`src/rtl/seg_display_scanner.sv`:
```
// seg_display_scanner: double-buffered multiplexed scan of NUM_DIGITS nibbles with blanking guard and leading-zero suppression
module seg_display_scanner #(
    parameter int NUM_DIGITS     = 4,
    parameter int CLK_DIV        = 50000,
    parameter int BLANK_CYCLES   = 16,
    parameter bit SEL_ACTIVE_LOW = 1
) (
    input  logic                    clk,
    input  logic                    rst,
    input  logic                    wr_en,
    input  logic [4*NUM_DIGITS-1:0] wr_data,
    input  logic [NUM_DIGITS-1:0]   wr_dp,
    input  logic                    blank_lz,
    output logic [3:0]              hex_out,
    output logic                    dp_out,
    output logic [NUM_DIGITS-1:0]   digit_sel,
    output logic                    frame_done,
    output logic                    pending
);
    localparam int CW = $clog2(CLK_DIV);
    localparam int IW = $clog2(NUM_DIGITS);
    localparam logic [CW-1:0] CNT_LAST = CW'(CLK_DIV - 1);
    localparam logic [CW-1:0] BLANK_END = CW'(BLANK_CYCLES);
    localparam logic [IW-1:0] IDX_LAST = IW'(NUM_DIGITS - 1);
    localparam logic [NUM_DIGITS-1:0] SEL_OFF = {NUM_DIGITS{SEL_ACTIVE_LOW}};

    logic [CW-1:0] cnt, cnt_n;
    logic [IW-1:0] idx, idx_n;
    logic [NUM_DIGITS-1:0][3:0] shadow, disp, disp_n;
    logic [NUM_DIGITS-1:0] shadow_dp, disp_dp, disp_dp_n, upper_zero, sel_n;
    logic wrap, boundary, pending_n, lit, z;

    always_comb begin
        wrap = cnt == CNT_LAST;
        boundary = wrap && idx == IDX_LAST;
        cnt_n = wrap ? '0 : cnt + 1'b1;
        idx_n = !wrap ? idx : (idx == IDX_LAST ? '0 : idx + 1'b1);
        // a write landing on the frame edge bypasses shadow entirely
        disp_n = !boundary ? disp : wr_en ? wr_data : pending ? shadow : disp;
        disp_dp_n = !boundary ? disp_dp : wr_en ? wr_dp : pending ? shadow_dp : disp_dp;
        pending_n = !boundary && (wr_en || pending);
        z = 1'b1;
        upper_zero = '0;
        for (int k = NUM_DIGITS - 1; k >= 0; k--) begin
            z = z && disp_n[k] == 4'd0;
            upper_zero[k] = z;
        end
        lit = cnt_n >= BLANK_END && !(blank_lz && idx_n != '0 && upper_zero[idx_n]);
        sel_n = lit ? SEL_OFF ^ (NUM_DIGITS'(1) << idx_n) : SEL_OFF;
    end

    always_ff @(posedge clk or posedge rst) begin
        if (rst) begin
            cnt <= '0;
            idx <= '0;
            shadow <= '0;
            shadow_dp <= '0;
            pending <= 1'b0;
            disp <= '0;
            disp_dp <= '0;
            hex_out <= 4'd0;
            dp_out <= 1'b0;
            digit_sel <= SEL_OFF;
            frame_done <= 1'b0;
        end else begin
            cnt <= cnt_n;
            idx <= idx_n;
            if (wr_en) begin
                shadow <= wr_data;
                shadow_dp <= wr_dp;
            end
            pending <= pending_n;
            disp <= disp_n;
            disp_dp <= disp_dp_n;
            hex_out <= disp_n[idx_n];
            dp_out <= disp_dp_n[idx_n];
            digit_sel <= sel_n;
            frame_done <= boundary;
        end
    end
endmodule

```
`config.mk`:
```
export PLATFORM = sky130hd
export DESIGN_NAME = seg_display_scanner
export DESIGN_NICKNAME = d
export VERILOG_FILES = /design/src/rtl/seg_display_scanner.sv
export SDC_FILE = /design/constraint.sdc
export NUM_CORES = 1
export LEC_CHECK = 0
export CAP_MARGIN = 5
export CORE_ASPECT_RATIO = 0.7
export CORE_MARGIN = 5
export CORE_UTILIZATION = 50
export CTS_CLUSTER_DIAMETER = 120
export CTS_CLUSTER_SIZE = 16
export DETAILED_ROUTE_END_ITERATION = 10
export PLACE_DENSITY = 0.83
export SLEW_MARGIN = 40
export SYNTH_ARGS = -nofsm -noshare
export SYNTH_HDL_FRONTEND = slang
export SYNTH_SLANG_ARGS = --single-unit
```
`constraint.sdc`:
```
create_clock -name clk -period 3.6 [get_ports clk]
set_input_delay 0.36 -clock clk [delete_from_list [all_inputs] [get_ports clk]]
set_output_delay 0.36 -clock clk [all_outputs]
set_load 0.02 [all_outputs]
```
==> results.py <==
metrics = {
    "yosys": {
        "synth_cells": 287,
        "yosysSeqAreaShare_pct": 52.46,
        "yosysTopAreaCellShare_pct": 49.28,
        "netlist_area_sq_um": 3301,
        "avgSynthCellArea_sq_um": 11.50,
        "synth_edf_count": 0,
        "synth_commonest_cells": "dfrtp_1 (65), mux2_2 (25), nor2_1 (25)",
        "synth_fp_nets": 313,
        "synth_warnings": 0,
        "synth-seq-cells": 69,
        "yosysUniqueCellTypes": 46,
        "yosysMostFrequentCell": "dfrtp_1",
        "yosys_most_used_dff": "dfrtp_1",
        "ys_top_cells_by_area": "dfrtp_1 (49%), mux2_2 (8.5%), dfstp_2 (3.2%)",
        "synth_async_sr_flop_share_pct": 100.0,
        "yosysTopAreaCell": "dfrtp_1",
    },
    "worst_setup_path": {
        "crit_type": "reg2reg",
        "r2r_slack_ps": 410,
        "critPathMaxFanout": 10,
        "reg2regPathDepth": 7,
        "crit_start": "cnt[4]",
        "worstSetupStartpointType": "flip-flop",
        "reg2reg_to": "hex_out[3]",
        "arrival_ps": 3400,
        "timing.rr.start": "cnt[4]",
        "end_kind": "flip-flop",
        "required_ps": 3800,
    },
    "die": {
        "start_util_pct": 52.34,
        "io_pins": 35,
        "dieArea_sq_um": 8352,
        "die_h_um": 77.98,
        "core-area_sq_um": 6306,
        "die_w_um": 107.1,
        "rows": 24,
    },
    "clocking": {
        "clock_latency_ps": 350,
        "cts_hold_buf": 0,
        "cts_tree": "done",
        "clock_tree.root_cell": "clkbuf_8",
        "clk_pin_slew_ps": 70,
        "numCtsBuffers": 9,
        "cts.sinks": 69,
        "clockBufferDepth": 2,
        "htree_levels": 3,
        "cts-resized-gates": 0,
        "post_cts_buffers": 0,
    },
    "place": {
        "dp.cells": 387,
        "place_area_sq_um": 3686,
        "port_buffers": 34,
        "gp_congestion": 0.9441,
        "hpwl_um": 5190,
    },
    "global_routing": {
        "grt_pass1_vias": 2361,
        "grt.total_usage_pct": 18.85,
        "grt_antenna_before_repair": 0,
        "grt_overflow": 0,
        "grt_max_degree": 70,
        "grt_pass1_wl_um": 12130,
    },
    "sta": {
        "finalMaxSlewViolations": 0,
        "slew_headroom_pct": 53.29,
        "period_share_pct": 88.73,
        "holdWs_ps": 489.2,
        "worstMarginPinSlew_ps": 687.1,
        "skew_ps": 11.10,
        "setup-tns-final_ps": 0,
        "setup_violations": 0,
        "fmax_mhz": 313.1,
        "finalHoldViolCount": 0,
        "grt_setup_unrepaired": "false",
        "min_period_ps": 3194,
    },
    "drt": {
        "first_pass_iters": 5,
        "avgRoutedWirePerCell_um": 18.14,
        "vias": 2370,
        "drt_iter0_drc": 232,
        "vias_per_cell": 5.896,
        "drc_errors": 0,
        "totalWireLength_um": 7294,
        "ant_nets": 0,
    },
    "status": {
        "status": "finished clean",
    },
    "power": {
        "peakVddDrop_mv": 0.2693,
        "p_leak_nw": 1.696,
        "power_density_nw_per_um2": 401.8,
    },
    "finish": {
        "antenna-diode-count": 0,
        "layout.nets": 346,
        "area_delta_synth_final_pct": 18.04,
        "final_core_util_pct": 61.79,
        "stdcell_count": 402,
        "design_area_sq_um": 3896,
        "drive_above_1_share_pct": 19.14,
    },
    "run": {
        "maxCapViolCount": 0,
    },
    "min_path": {
        "min_path_type": "in2async",
    },
}
[area by class of cell]
cell class | instances | area (sq um)
Clock buffer | 11 | 151.4
Clock inverter | 4 | 47.55
Fill cell | 498 | 2410
Inverter | 7 | 26.28
Multi-Input combinational cell | 196 | 1475
Sequential cell | 69 | 1732
Tap cell | 78 | 97.59
Timing Repair Buffer | 37 | 366.6
[cell usage in the layout, fill, tap and decap left out, drive strengths merged, types with 6 or more instances in the layout]
cell type      instances
dfrtp                 65
clkdlybuf4s50         34
mux2                  31
nor2                  26
nand3                 14
a21oi                 13
nand2                 12
clkbuf                11
nand4                  9
xnor2                  8
nor3                   8
mux2i                  8
nor4                   8
inv                    7
xor2                   6
[per-stage QoR]
stage	power (mW)	setup WS [ps]
final	1.566	405.7
after global routing	1.623	240.1
after CTS	1.577	438.8
after detailed placement	0.9424	443.0
after global placement	0.9375	498.1
after floorplan	0.8886	734.5
[sequential cells by signal, indices dropped and copies added, names as in the netlist, 2 cells and up]
name,flops
disp,16
digit_sel,4
idx,2
shadow_dp,4
cnt,16
disp_dp,4
hex_out,4
shadow,16
[cells by family (layout without fill, tap and decap cells)]
family,after synthesis,after routing,share of synthesized area (%)
XOR/XNOR,14,14,3.715
AND/OR/NAND/NOR,94,94,16.91
flip-flops,69,69,52.46
adder cells (fa/ha/maj),2,2,0.7580
AO/OA/AOI/OAI,47,47,9.288
multiplexers,39,39,13.57
buffers and inverters,22,59,3.298
[worst max path at each step]
stage                   end  slack (ps)  cells past startpoint
2_1_floorplan    hex_out[0]         730                     10
3_3_place_gp     hex_out[3]         500                      7
3_5_place_dp     hex_out[3]         440                      7
4_1_cts          hex_out[3]         440                      7
5_1_grt        digit_sel[2]         240                      7
6_report         hex_out[3]         410                      7
[worst max-delay path, cell delays in order, from the launching register on]
cell	delay, ps
dfrtp_1	470
or4b_4	650
or4_1	820
nor2_8	330
mux2_4	330
and2b_1	160
a211oi_1	210
a21oi_1	60
[report_power, final]
part	leakage (nW)	internal, mW	switching (mW)
clock	0.101	0.351	0.287
combinational	0.731	0.0586	0.0533
sequential	0.863	0.805	0.00977
[layer usage]
| layer | share of wire (%) | GRT usage (%) | up-vias |
|---|---|---|---|
| li1 | - | - | 1105 |
| met1 | 49 | 27.67 | 1168 |
| met2 | 42 | 26.28 | 88 |
| met3 | 7.1 | 6.053 | 9 |
| met4 | 1.4 | 6.258 | 0 |
| met5 | 0 | 0 | - |
(Power assumes the default switching activity.)
